==> src/rtl/ct_f_spsram_256x100_ctrl_if.sv <==
// ct_f_spsram_256x100_ctrl_if
// Bundles the request channel, the read-response channel and the SRAM
// wrapper strobes used by ct_f_spsram_256x100_ctrl.
//   req_*  : valid/ready request (write when req_wr=1, else read)
//   rsp_*  : valid/ready read response
//   sram_* : active-low strobes, address and data to the SRAM wrapper,
//            sram_q returns read data the cycle after a read strobe
// Modports: slave  = controller side (drives req_rdy, rsp_*, sram_* outs)
//           master = requester/SRAM side (drives req_*, rsp_rdy, sram_q)
interface ct_f_spsram_256x100_ctrl_if #(
  parameter int ADDR_WIDTH = 8,
  parameter int DATA_WIDTH = 100
);
  logic                  req_vld;
  logic                  req_rdy;
  logic                  req_wr;
  logic [ADDR_WIDTH-1:0] req_addr;
  logic [DATA_WIDTH-1:0] req_wdata;
  logic [DATA_WIDTH-1:0] req_wmask;
  logic                  rsp_vld;
  logic                  rsp_rdy;
  logic [DATA_WIDTH-1:0] rsp_data;
  logic [ADDR_WIDTH-1:0] sram_a;
  logic                  sram_cen;
  logic                  sram_gwen;
  logic [DATA_WIDTH-1:0] sram_wen;
  logic [DATA_WIDTH-1:0] sram_d;
  logic [DATA_WIDTH-1:0] sram_q;

  modport slave (
    input  req_vld, req_wr, req_addr, req_wdata, req_wmask, rsp_rdy, sram_q,
    output req_rdy, rsp_vld, rsp_data, sram_a, sram_cen, sram_gwen, sram_wen, sram_d
  );

  modport master (
    output req_vld, req_wr, req_addr, req_wdata, req_wmask, rsp_rdy, sram_q,
    input  req_rdy, rsp_vld, rsp_data, sram_a, sram_cen, sram_gwen, sram_wen, sram_d
  );
endinterface

==> src/rtl/ct_f_spsram_256x100_ctrl.sv <==
// ct_f_spsram_256x100_ctrl
// Access controller in front of the 256x100 single-port SRAM wrapper.
// Turns valid/ready requests into active-low CEN/GWEN/WEN strobes, tracks the
// one-cycle read latency and queues read data in a 2-entry response FIFO.
// Ports:
//   CLK       clock
//   RST       synchronous active-high reset
//   bus       ct_f_spsram_256x100_ctrl_if.slave (request, response, SRAM side)
//   init_done array initialisation complete
// Build option: define CT_F_SPSRAM_CTRL_INIT_EN to zero the whole array after
// every reset (256-cycle sweep, requests stalled meanwhile). Without it the
// controller is usable right after reset and init_done is tied high.
module ct_f_spsram_256x100_ctrl #(
  parameter int ADDR_WIDTH = 8,
  parameter int DATA_WIDTH = 100,
  parameter int RSP_DEPTH  = 2
) (
  input  logic                        CLK,
  input  logic                        RST,
  ct_f_spsram_256x100_ctrl_if.slave   bus,
  output logic                        init_done
);

  localparam logic [1:0] OCC_MAX = 2'(RSP_DEPTH);

  logic                  run;
  logic                  sweep_wr;
  logic [ADDR_WIDTH-1:0] sweep_addr;

`ifdef CT_F_SPSRAM_CTRL_INIT_EN
  typedef enum logic [0:0] {ST_INIT = 1'b0, ST_RUN = 1'b1} state_e;
  state_e                state_q, state_d;
  logic [ADDR_WIDTH-1:0] init_cnt_q, init_cnt_d;

  always_ff @(posedge CLK) begin
    if (RST) begin
      state_q    <= ST_INIT;
      init_cnt_q <= '0;
    end else begin
      state_q    <= state_d;
      init_cnt_q <= init_cnt_d;
    end
  end

  always_comb begin
    state_d    = state_q;
    init_cnt_d = init_cnt_q;
    case (state_q)
      ST_INIT: begin
        init_cnt_d = init_cnt_q + 1'b1;
        if (init_cnt_q == '1) state_d = ST_RUN;
      end
      ST_RUN:  state_d = ST_RUN;
      default: state_d = ST_INIT;
    endcase
  end

  assign run        = (state_q == ST_RUN);
  assign init_done  = run;
  // The sweep stays off the SRAM while reset is held.
  assign sweep_wr   = (state_q == ST_INIT) && !RST;
  assign sweep_addr = init_cnt_q;
`else
  assign run        = 1'b1;
  assign init_done  = 1'b1;
  assign sweep_wr   = 1'b0;
  assign sweep_addr = '0;
`endif

  // Occupancy = read in flight + FIFO entries; bounds outstanding reads.
  logic [1:0]            occ_q, occ_d;
  logic                  inflight_q;
  logic [DATA_WIDTH-1:0] fifo_mem_q [RSP_DEPTH];
  logic                  wr_ptr_q, rd_ptr_q;
  logic [1:0]            cnt_q, cnt_d;
  logic                  push, pop, rd_acc, wr_acc;

  assign pop  = bus.rsp_vld && bus.rsp_rdy;
  assign push = inflight_q;   // sram_q is valid the cycle after the read strobe

  // A pop in the same cycle frees the slot a new read would need.
  assign bus.req_rdy = !RST && run && (bus.req_wr || (occ_q != OCC_MAX) || pop);
  assign rd_acc      = bus.req_vld && bus.req_rdy && !bus.req_wr;
  assign wr_acc      = bus.req_vld && bus.req_rdy &&  bus.req_wr;

  always_comb begin
    bus.sram_cen  = 1'b1;
    bus.sram_gwen = 1'b1;
    bus.sram_wen  = '1;
    bus.sram_a    = '0;
    bus.sram_d    = '0;
    if (sweep_wr) begin
      bus.sram_cen  = 1'b0;
      bus.sram_gwen = 1'b0;
      bus.sram_wen  = '0;
      bus.sram_a    = sweep_addr;
    end else if (wr_acc) begin
      bus.sram_cen  = 1'b0;
      bus.sram_gwen = 1'b0;
      bus.sram_wen  = ~bus.req_wmask;
      bus.sram_a    = bus.req_addr;
      bus.sram_d    = bus.req_wdata;
    end else if (rd_acc) begin
      bus.sram_cen  = 1'b0;
      bus.sram_a    = bus.req_addr;
    end
  end

  always_comb begin
    occ_d = occ_q;
    case ({rd_acc, pop})
      2'b10:   occ_d = occ_q + 2'd1;
      2'b01:   occ_d = occ_q - 2'd1;
      default: occ_d = occ_q;
    endcase
    cnt_d = cnt_q;
    case ({push, pop})
      2'b10:   cnt_d = cnt_q + 2'd1;
      2'b01:   cnt_d = cnt_q - 2'd1;
      default: cnt_d = cnt_q;
    endcase
  end

  always_ff @(posedge CLK) begin
    if (RST) begin
      occ_q      <= '0;
      inflight_q <= 1'b0;
      cnt_q      <= '0;
      wr_ptr_q   <= 1'b0;
      rd_ptr_q   <= 1'b0;
    end else begin
      occ_q      <= occ_d;
      inflight_q <= rd_acc;
      cnt_q      <= cnt_d;
      if (push) wr_ptr_q <= ~wr_ptr_q;
      if (pop)  rd_ptr_q <= ~rd_ptr_q;
    end
  end

  // Storage needs no reset: the pointers and count define validity.
  always_ff @(posedge CLK) begin
    if (push) fifo_mem_q[wr_ptr_q] <= bus.sram_q;
  end

  assign bus.rsp_vld  = (cnt_q != 2'd0);
  assign bus.rsp_data = fifo_mem_q[rd_ptr_q];

endmodule

==> src/flat_wrapper.sv <==
// flat-port wrapper written by rule: the top's interface ports become plain ports
module ct_f_spsram_256x100_ctrl_flat 
#(
  parameter int ADDR_WIDTH = 8,
  parameter int DATA_WIDTH = 100,
  parameter int RSP_DEPTH  = 2
)
  (CLK, RST, init_done, bus_req_vld, bus_req_wr, bus_req_addr, bus_req_wdata, bus_req_wmask, bus_rsp_rdy, bus_sram_q, bus_req_rdy, bus_rsp_vld, bus_rsp_data, bus_sram_a, bus_sram_cen, bus_sram_gwen, bus_sram_wen, bus_sram_d);
  ct_f_spsram_256x100_ctrl_if #(.ADDR_WIDTH(ADDR_WIDTH), .DATA_WIDTH(DATA_WIDTH)) bus_i ();
  input  logic CLK;
  input  logic RST;
  output logic init_done;
  input wire logic [$bits(bus_i.req_vld)-1:0] bus_req_vld;
  input wire logic [$bits(bus_i.req_wr)-1:0] bus_req_wr;
  input wire logic [$bits(bus_i.req_addr)-1:0] bus_req_addr;
  input wire logic [$bits(bus_i.req_wdata)-1:0] bus_req_wdata;
  input wire logic [$bits(bus_i.req_wmask)-1:0] bus_req_wmask;
  input wire logic [$bits(bus_i.rsp_rdy)-1:0] bus_rsp_rdy;
  input wire logic [$bits(bus_i.sram_q)-1:0] bus_sram_q;
  output wire logic [$bits(bus_i.req_rdy)-1:0] bus_req_rdy;
  output wire logic [$bits(bus_i.rsp_vld)-1:0] bus_rsp_vld;
  output wire logic [$bits(bus_i.rsp_data)-1:0] bus_rsp_data;
  output wire logic [$bits(bus_i.sram_a)-1:0] bus_sram_a;
  output wire logic [$bits(bus_i.sram_cen)-1:0] bus_sram_cen;
  output wire logic [$bits(bus_i.sram_gwen)-1:0] bus_sram_gwen;
  output wire logic [$bits(bus_i.sram_wen)-1:0] bus_sram_wen;
  output wire logic [$bits(bus_i.sram_d)-1:0] bus_sram_d;
  assign bus_i.req_vld = bus_req_vld;
  assign bus_i.req_wr = bus_req_wr;
  assign bus_i.req_addr = bus_req_addr;
  assign bus_i.req_wdata = bus_req_wdata;
  assign bus_i.req_wmask = bus_req_wmask;
  assign bus_i.rsp_rdy = bus_rsp_rdy;
  assign bus_i.sram_q = bus_sram_q;
  assign bus_req_rdy = bus_i.req_rdy;
  assign bus_rsp_vld = bus_i.rsp_vld;
  assign bus_rsp_data = bus_i.rsp_data;
  assign bus_sram_a = bus_i.sram_a;
  assign bus_sram_cen = bus_i.sram_cen;
  assign bus_sram_gwen = bus_i.sram_gwen;
  assign bus_sram_wen = bus_i.sram_wen;
  assign bus_sram_d = bus_i.sram_d;
  ct_f_spsram_256x100_ctrl #(.ADDR_WIDTH(ADDR_WIDTH), .DATA_WIDTH(DATA_WIDTH), .RSP_DEPTH(RSP_DEPTH)) u_core (.CLK(CLK), .RST(RST), .bus(bus_i), .init_done(init_done));
endmodule
==> config.mk <==
export PLATFORM = sky130hd
export DESIGN_NAME = ct_f_spsram_256x100_ctrl_flat
export DESIGN_NICKNAME = d
export VERILOG_FILES = /design/src/rtl/ct_f_spsram_256x100_ctrl_if.sv /design/src/rtl/ct_f_spsram_256x100_ctrl.sv /design/src/flat_wrapper.sv
export SDC_FILE = /design/constraint.sdc
export NUM_CORES = 1
export LEC_CHECK = 0
export CAP_MARGIN = 20
export CORE_AREA = 2 2 245 247
export CTS_BUF_LIST = sky130_fd_sc_hd__clkbuf_8
export CTS_CLUSTER_DIAMETER = 50
export CTS_CLUSTER_SIZE = 20
export DETAILED_ROUTE_END_ITERATION = 7
export DIE_AREA = 0 0 247 249
export MAX_ROUTING_LAYER = met4
export PLACE_DENSITY = 0.47
export SYNTH_ARGS = -nofsm -noshare
export SYNTH_HDL_FRONTEND = slang
export SYNTH_SLANG_ARGS = --single-unit
export TNS_END_PERCENT = 1
==> constraint.sdc <==
create_clock -name CLK -period 10.7 [get_ports CLK]
set_input_delay 2.14 -clock CLK [delete_from_list [all_inputs] [get_ports CLK]]
set_output_delay 2.14 -clock CLK [all_outputs]
set_load 0.01 [all_outputs]
==> metrics.yaml, run 1 <==
run_status:
  status: "completed"
setup_path:
  r2r-end: "u_core.fifo_mem_q[0][92]"
  end_kind: "output pin"
  path_buf_inv: 4
  required_ns: 8.56
  slowest_stage: "buf_4"
  path_depth: 7
  start_kind: "input pin"
  r2r_start: "u_core.inflight_q"
  path_cells: "clkdlybuf4s50_1 > nor2b_4 > buf_4 > and2_2 > buf_4 > nand2_1 > clkdlybuf4s50_1"
  reg2regPathDepth: 4
  worstPathArrival_ns: 5.33
  path_class: "in2out"
  path_delay_family: "buffers and inverters"
  crit_path_max_incr_delay_ns: 0.71
  critPathMaxFanout: 101
  rrSetupSlack_ns: 8.44
routing:
  vias_per_cell: 3.67
  vias: 7386
  route.detailed.drc: 0
  wire_per_inst_microns: 20.7
  drt-pass1-iter-count: 4
  wl_mm: 41.6
  drtIter0Drc: 302
  final_antenna_net_count: 0
sta:
  slew_viol_final: 0
  fmax_mhz: 134
  final-setup-viol-count: 0
  fin_tns_setup_ns: 0
  rsz0062_at_grt: "no"
  hold_viol: 0
  tightest_slew_ns: 0.982
  min_period_over_period: 0.698
  skew_ns: 0.0345
  slew_headroom: 0.345
  period_needed_ns: 7.47
global_route:
  grt_max_degree: 105
  grt_pass1_wl_mm: 56.4
  track_usage: 0.132
  grt_pass1_vias: 7793
  grt_antenna_before_repair: 2
  grt_overflow: 0
layout:
  area_growth_syn_to_layout_pct: 85.9
  fin_nets: 1528
  drive_gt1_frac: 0.130
  stdcell_count: 2010
hold_path:
  min_to: "u_core.cnt_q[1]"
  min_path_type: "reg2reg"
  hold_start: "u_core.cnt_q[1]"
  min_delay_path_depth: 2
placement:
  numPortBuffers: 624
  hpwl_mm: 33.2
  place_congestion: 0.963
  dp.cells: 1956
floorplanning:
  start_util: 0.151
  ios: 626
  die_height_microns: 249
  dieArea_sq_um: 61500
  die_w_microns: 247
  core-area_sq_um: 58700
  rows: 89
pwr:
  p_total_mw: 2.04
  p_leak_nw: 5.81
  ir_worst_vdd_mv: 0.0820
  p_per_area_nw_per_um2: 124
logic_synthesis:
  yosysTopAreaCell: "edfxtp_1"
  ys_ff_latch: 208
  synth_edf_count: 200
  synth_cell_types: 27
  synth_top_cell_area_share: 0.677
  async_flop_share: 0
  yosys_warnings: 0
  ys_seq_area_frac: 0.696
  synth_area_sq_um: 8860
  yosys-top-cells-area: "edfxtp_1 (68%), mux2_2 (13%), and3_1 (7.1%)"
  yosys_most_used_dff: "edfxtp_1"
  syn_inst: 599
  syn_nets: 914
  avgSynthCellArea_sq_um: 14.8
clock_tree:
  cts_resized: 0
  postCtsHoldBufs: 0
  cts_made_buffers: 28
  cts.sinks: 208
  cts_setup_buffers: 0
  cts_buffer_depth: 3
  cts_tree: "yes"
  clk_pin_slew_ns: 0.07
  clock_latency_ns: 0.61
  root_buffer: "clkbuf_8"
  cts_htree_levels: 1
job:
  drv_cap: 0
## layout make-up
cell class,instances,area (sq um)
flip-flops and latches,208,6170
fillers,6128,42200
repair buffers,631,6290
well taps,773,967
multi-input cells,339,2400
clock inverters,24,239
diodes,2,5.00
inverters,5,18.8
clock buffers,28,385
## registers in the layout, summed over array words and instances (netlist names), named ones only
signal / count
u_core.cnt_q: 2
u_core.fifo_mem_q: 200
u_core.inflight_q: 1
u_core.occ_q: 2
u_core.rd_ptr_q: 1
u_core.wr_ptr_q: 1
## worst max path at each step
stage / slack, ns / startpoint / to
2_1_floorplan: 5.56 / u_core.inflight_q / u_core.fifo_mem_q[0][0]
5_1_grt: 2.99 / RST / bus_sram_wen[71]
3_3_place_gp: 3.33 / RST / bus_sram_wen[9]
4_1_cts: 3.25 / RST / bus_sram_wen[71]
6_report: 3.23 / RST / bus_sram_wen[84]
3_5_place_dp: 3.24 / RST / bus_sram_wen[71]
## cells by family after synthesis
| logic type | share of synthesized area |
|---|---|
| fa+ha+maj | 0.00282 |
| xor+xnor | 0.00593 |
| buf+inv | 0.0350 |
| compound gates | 0.00565 |
| flops | 0.696 |
| mux | 0.127 |
| simple gates | 0.128 |
| other cells | 0.000423 |
## through the flow
stage | hold WS, ns | area [sq um] | setup WS [ns] | utilization
2_1_floorplan | 0.480 | 8860 | 5.56 | -
3_3_place_gp | 0.495 | 15900 | 3.33 | 0.270
3_5_place_dp | 0.503 | 15900 | 3.24 | 0.270
4_1_cts | 0.515 | 16500 | 3.25 | 0.281
5_1_grt | 0.541 | 16500 | 2.99 | 0.281
6_report | 0.519 | 16500 | 3.23 | 0.281
## placed cells by master (no fill, tap or decap), types with 2 or more instances in the layout
master             n
or3_1              2
clkinv_2           3
inv_1              9
clkdlybuf4s50_1  623
and2_1             8
nor2_1             6
edfxtp_1         200
nand2_1          100
bufinv_16          2
clkinvlp_4         2
ha_1               2
xor2_1             2
o21ai_0            2
inv_8              2
diode_2            2
inv_6              2
buf_4              7
a21oi_1            2
xnor2_1            4
and3_1           100
dfxtp_1            7
clkinv_4           2
clkinv_1           3
clkbuf_8          28
mux2_2           100
clkinv_8           4
## Yosys cell counts, types with 3 or more instances
cell type  number
and2_1         10
nor2_1          7
xnor2_1         4
edfxtp_1      200
buf_2          13
nand2_1       100
mux2_2        100
inv_1           5
buf_4           3
and3_1        100
clkbuf_2       10
buf_6          10
clkbuf_1       11
dfxtp_1         8
## worst reg2reg max path: stages (launching register included)
cell and delay (ns):
dfxtp_1 0.37, inv_1 0.10, nor2_4 0.07, buf_4 0.50, buf_4 0.77
## power by group
part | switching [mW] | internal, mW | leakage (nW)
logic | 0.173 | 0.279 | 3.61
clock network | 0.346 | 0.314 | 0.325
registers | 0.0179 | 0.914 | 1.88
total | 0.536 | 1.51 | 5.81
## per-layer routing
layer	share of wire	track usage
met4	0.041	0.0477
met5	0	-
met1	0.35	0.130
met2	0.51	0.233
met3	0.094	0.0492
Note: power is estimated with default switching activity, not from simulation.
==> run 2, diff against run 1 <==
Settings changed: CORE_AREA 2 2 245 247 to 2 2 244 246, DIE_AREA 0 0 247 249 to 0 0 246 248, PLACE_DENSITY 0.47 to 0.49.
Clock period 10.7 ns to 6.6 ns, I/O delays scaled along.
==> run 2 against run 1 <==
Compared with the run above: hold slack gained 0.0031 ns; sequential cell count unchanged; die area shrank 0.80%; first-iteration DRC count increased by 71%; sequential share of layout area down 0.12 points; via count increased by 3.6%; largest cell class unchanged; total power grew 66%; largest power group unchanged; clock skew about the same; clock power is 67% higher; global-route usage up 3.0 points; cell count rose by 0.75%.
==> metrics.yaml, run 2 (same netlist as run 1, synthesis figures left out) <==
run_status:
  status: "completed"
routing:
  wl_mm: 51.3  # +23%
  vias: 7649  # +3.6%
  vias_per_cell: 3.78  # +2.8%
  route.detailed.drc: 0  # unchanged
  drtIter0Drc: 517  # +71%
  wire_per_inst_microns: 25.3  # +22%
  final_antenna_net_count: 0  # unchanged
  drt-pass1-iter-count: 5  # +1
floorplanning:
  die_w_microns: 246  # -0.40%
  dieArea_sq_um: 61000  # -0.80%
  die_height_microns: 248  # -0.40%
  start_util: 0.152  # +0.000575
  rows: 89  # unchanged
  ios: 626  # unchanged
  core-area_sq_um: 58500  # -0.38%
clock_tree:
  postCtsHoldBufs: 0  # unchanged
  cts_tree: "yes"
  cts_made_buffers: 30  # +7.1%
  root_buffer: "clkbuf_8"
  cts_htree_levels: 1  # unchanged
  clk_pin_slew_ns: 0.08  # about the same
  cts.sinks: 208  # unchanged
  cts_buffer_depth: 3  # unchanged
  cts_resized: 0  # unchanged
  cts_setup_buffers: 0  # unchanged
  clock_latency_ns: 0.61  # about the same
layout:
  reg.largest.list: "u_core.fifo_mem_q (200), u_core.cnt_q (2), u_core.occ_q (2)"
  area_growth_syn_to_layout_pct: 86.6
  fin_util: 0.283  # +0.00201
  largest_register: "u_core.fifo_mem_q"
  drive_gt1_frac: 0.138  # +0.00765
  stdcell_area_sq_um: 16500  # +0.33%
  largest_register_ff_count: 200  # unchanged
  final_common_cell: "clkdlybuf4s50_1"
  mostFrequentLayoutCells: "clkdlybuf4s50_1 (623), edfxtp_1 (200), mux2_2 (100), nand2_1 (100), and3_1 (100)"
  fin_nets: 1531  # +0.20%
pwr:
  p_leak_nw: 5.83  # +0.29%
  ir_worst_vdd_mv: 0.109  # +33%
  p_per_area_nw_per_um2: 205  # +65%
  p_total_mw: 3.39  # +66%
hold_path:
  min_path_type: "reg2reg"
setup_path:
  required_ns: 5.28  # -3.28 ns
  path_class: "in2out"
  critPathMaxFanout: 65  # -36%
  start_kind: "input pin"
  end_kind: "output pin"
  worstPathArrival_ns: 3.91  # -1.42 ns
global_route:
  grt_pass1_vias: 8099  # +3.9%
  grt_pass1_wl_mm: 66.3  # +17%
  grt_max_degree: 101  # -3.8%
  grt_antenna_before_repair: 15  # +13
  grt_overflow: 0  # unchanged
  track_usage: 0.162  # +0.0302
placement:
  hpwl_mm: 42.8  # +29%
  pre_cts_slack_ns: 1.40  # -1.85 ns
  numPortBuffers: 624  # unchanged
  placed_area_sq_um: 15900  # about the same
  place_congestion: 0.923  # -4.2%
sta:
  fin_tns_setup_ns: 0  # unchanged
  slew_viol_final: 0  # unchanged
  period_needed_ns: 5.23
  fin_ws_ns: 1.37  # -1.86 ns
  min_period_over_period: 0.793
  tightest_slew_ns: 1.02  # +0.0367 ns
  hold_viol: 0  # unchanged
  slew_headroom: 0.319  # -0.0261
  fmax_mhz: 191
  skew_ns: 0.0348  # +0.000272 ns
  final-setup-viol-count: 0  # unchanged
  rsz0062_at_grt: "no"
job:
  drv_cap: 0  # unchanged
==> run 2: cell count changes in the layout (fill, tap and decap cells not counted), moves of 2 or more <==
cell	change
clkbuf_8	+2
inv_1	-4
clkinv_8	-2
clkinv_2	+4
clkinv_1	-2
inv_6	+5
diode_2	+11
==> run 2: where the power goes <==
group	total (mW)	switching, mW	internal [mW]	leakage (nW)
Combinational	0.779	0.325	0.455	3.61
Clock	1.10	0.592	0.507	0.335
Sequential	1.51	0.0255	1.48	1.88
==> run 2: area by class of cell <==
class	count	area, sq um
Multi-Input combinational cell	339	2410
Tap cell	773	967
Fill cell	6065	41900
Timing Repair Buffer	632	6300
Sequential cell	208	6170
Antenna cell	13	32.5
Clock buffer	30	413
Inverter	5	18.8
Clock inverter	25	230
==> run 2: path summary, 6_finish.rpt <==
path / slack, ns / startpoint / cells after the start / endpoint
hold / removal: 0.52 / u_core.occ_q[1] / 2 / u_core.occ_q[1]
hold reg to reg: 0.52 / u_core.occ_q[1] / 2 / u_core.occ_q[1]
setup reg to reg: 4.25 / u_core.inflight_q / 3 / u_core.fifo_mem_q[0][0]
setup / recovery: 1.37 / RST / 6 / bus_sram_wen[84]
==> run 2: worst max-delay path: stages <==
cell and delay [ns]:
clkdlybuf4s50_1 0.63, nor2b_4 0.19, and2_4 0.63, buf_4 0.45
nand2_1 0.15, clkdlybuf4s50_1 0.50
==> run 2: per-layer routing <==
layer | vias up | share of wire | track usage
met5 | - | 0 | -
met4 | 0 | 0.020 | 0.0358
met3 | 65 | 0.094 | 0.0604
met2 | 408 | 0.47 | 0.258
met1 | 3724 | 0.41 | 0.194
li1 | 3452 | - | -
==> run 2: stage by stage <==
step                hold slack (ns)  std cells
floorplan                     0.480        599
global placement              0.498       1957
detailed placement            0.518       1957
CTS                           0.530       2012
global route                  0.598       2024
finish                        0.522       2025
==> run 3, diff against run 2 <==
Clock period 6.6 ns to 4.6 ns, I/O delays scaled along.
==> run 3 against run 2 <==
Compared with the run above: non-clock buffer count rose by 2; count of clock-buffer cells in the layout fell by 1; final area barely moved; register-to-register slack got worse by 1.9 ns; largest power group unchanged; clock power rose by 46%.
==> metrics.yaml, run 3 (same netlist as run 1, synthesis figures left out) <==
clock_tree:
  cts_setup_buffers: 0  # unchanged
  postCtsHoldBufs: 0  # unchanged
  clock_latency_ns: 0.60  # about the same
  cts_tree: "yes"
  cts_made_buffers: 28  # -6.7%
  root_buffer: "clkbuf_8"
  cts_htree_levels: 1  # unchanged
  clk_pin_slew_ns: 0.07  # about the same
  cts_buffer_depth: 3  # unchanged
  cts_resized: 0  # unchanged
  cts.sinks: 208  # unchanged
sta:
  hold_viol: 0  # unchanged
  final-setup-viol-count: 0  # unchanged
  tightest_slew_ns: 0.973  # -0.0460 ns
  rsz0062_at_grt: "no"
  slew_headroom: 0.350  # +0.0307
  skew_ns: 0.0384  # +0.00364 ns
  slew_viol_final: 0  # unchanged
  fin_tns_setup_ns: 0  # unchanged
  min_period_over_period: 0.964
  fmax_mhz: 225
  period_needed_ns: 4.44
pwr:
  clkPwrFrac: 0.329  # +0.004
  p_leak_nw: 5.84  # +0.19%
  p_per_area_nw_per_um2: 296  # +44%
  p_sw_frac: 0.259  # -0.0188
  p_seq_frac: 0.445  # about the same
  p_total_mw: 4.89  # +44%
  ir_worst_vdd_mv: 0.142  # +30%
  combPwrFrac: 0.225  # -0.005
  switchingPower_mw: 1.27  # +35%
  p_int_mw: 3.62  # +48%
routing:
  final_antenna_net_count: 0  # unchanged
  route.detailed.drc: 0  # unchanged
  wl_mm: 50.6  # -1.3%
  vias: 7692  # +0.56%
  wire_per_inst_microns: 25.2  # -0.70%
  drt-pass1-iter-count: 5  # unchanged
  vias_per_cell: 3.82  # +1.2%
  drtIter0Drc: 454  # -12%
floorplanning:
  core-area_sq_um: 58500  # unchanged
  die_height_microns: 248  # unchanged
  rows: 89  # unchanged
  die_w_microns: 246  # unchanged
  ios: 626  # unchanged
  start_util: 0.152  # unchanged
  dieArea_sq_um: 61000  # unchanged
setup_path:
  rrSetupSlack_ns: 2.32  # -1.93 ns
  start_kind: "input pin"
  end_kind: "output pin"
  required_ns: 3.68  # -1.60 ns
  path_class: "in2out"
  worstPathArrival_ns: 3.52  # -0.39 ns
  critPathMaxFanout: 100  # +54%
layout:
  largest_register_ff_count: 200  # unchanged
  reg.largest.list: "u_core.fifo_mem_q (200), u_core.cnt_q (2), u_core.occ_q (2)"
  drive_gt1_frac: 0.133  # -0.00452
  fillCellCount: 6094  # +0.48%
  final_common_cell: "clkdlybuf4s50_1"
  largest_register: "u_core.fifo_mem_q"
  mostFrequentLayoutCells: "clkdlybuf4s50_1 (623), edfxtp_1 (200), mux2_2 (100), nand2_1 (100), and3_1 (100)"
  area_growth_syn_to_layout_pct: 86.6  # about the same
  fin_nets: 1531  # unchanged
  stdcell_count: 2012  # -0.64%
placement:
  numPortBuffers: 624  # unchanged
  dp.cells: 1959  # +0.10%
  place_congestion: 0.947  # +2.6%
  hpwl_mm: 42.0  # -1.8%
global_route:
  met2_usage: 0.240  # -0.0188
  busiest_layer: "met2"
  track_usage: 0.158  # -0.00347
  grt_overflow: 0  # unchanged
  use_met3: 0.0604  # unchanged
  grt_max_degree: 101  # unchanged
  grt_antenna_before_repair: 3  # -12
  grt_pass1_wl_mm: 64.6  # -2.4%
  grt_pass1_vias: 7809  # -3.6%
  use_met1: 0.200  # +0.00585
job:
  drv_cap: 0  # unchanged
hold_path:
  min_path_type: "reg2reg"
run_status:
  status: "completed"
==> run 3: path summary, 6_finish.rpt <==
kind                startpoint                       end  cells past startpoint
max                        RST            bus_sram_d[85]                      5
min            u_core.cnt_q[1]           u_core.cnt_q[1]                      2
max reg2reg  u_core.inflight_q  u_core.fifo_mem_q[0][19]                      3
min reg2reg    u_core.cnt_q[1]           u_core.cnt_q[1]                      2
==> run 3: final cells by class <==
class | instances | area, sq um | area share
diodes | 3 | 7.51 | 0.000454
repair buffers | 634 | 6340 | 0.383
well taps | 773 | 967 | 0.0585
clock inverters | 21 | 234 | 0.0141
flip-flops and latches | 208 | 6170 | 0.373
multi-input cells | 339 | 2410 | 0.145
inverters | 5 | 18.8 | 0.00113
clock buffers | 29 | 399 | 0.0241
==> run 3: metrics by stage <==
step / instance area (sq um) / hold slack [ns] / setup WS (ns) / utilization
floorplan: 8870 / 0.480 / 1.17 / -
global placement: 15900 / 0.500 / 0.267 / 0.272
detailed placement: 15900 / 0.510 / 0.221 / 0.272
CTS: 16500 / 0.524 / 0.224 / 0.283
global route: 16500 / 0.558 / 0.0683 / 0.283
finish: 16500 / 0.522 / 0.164 / 0.283
==> run 3: power by group through the flow <==
| stage | logic, mW | clock network [mW] | registers [mW] |
|---|---|---|---|
| 2_1_floorplan | 0.403 | 0 | 2.19 |
| 3_3_place_gp | 1.11 | 0 | 2.22 |
| 3_5_place_dp | 1.11 | 0 | 2.23 |
| 4_1_cts | 1.11 | 1.68 | 2.18 |
| 5_1_grt | 1.16 | 1.76 | 2.19 |
| 6_report | 1.10 | 1.61 | 2.18 |
==> run 3: per-layer routing <==
layer,routed length (microns),vias up,part of all wire
li1,-,3428,-
met1,21500,3804,0.42
met2,22900,403,0.45
met3,5220,57,0.10
met4,1030,0,0.020
met5,0,-,0
==> run 3: worst max-delay path, cell delays in order <==
cell and delay (ns):
clkdlybuf4s50_1 0.65, nor2b_4 0.22, buf_4 0.65, and3_1 0.39, clkdlybuf4s50_1 0.59
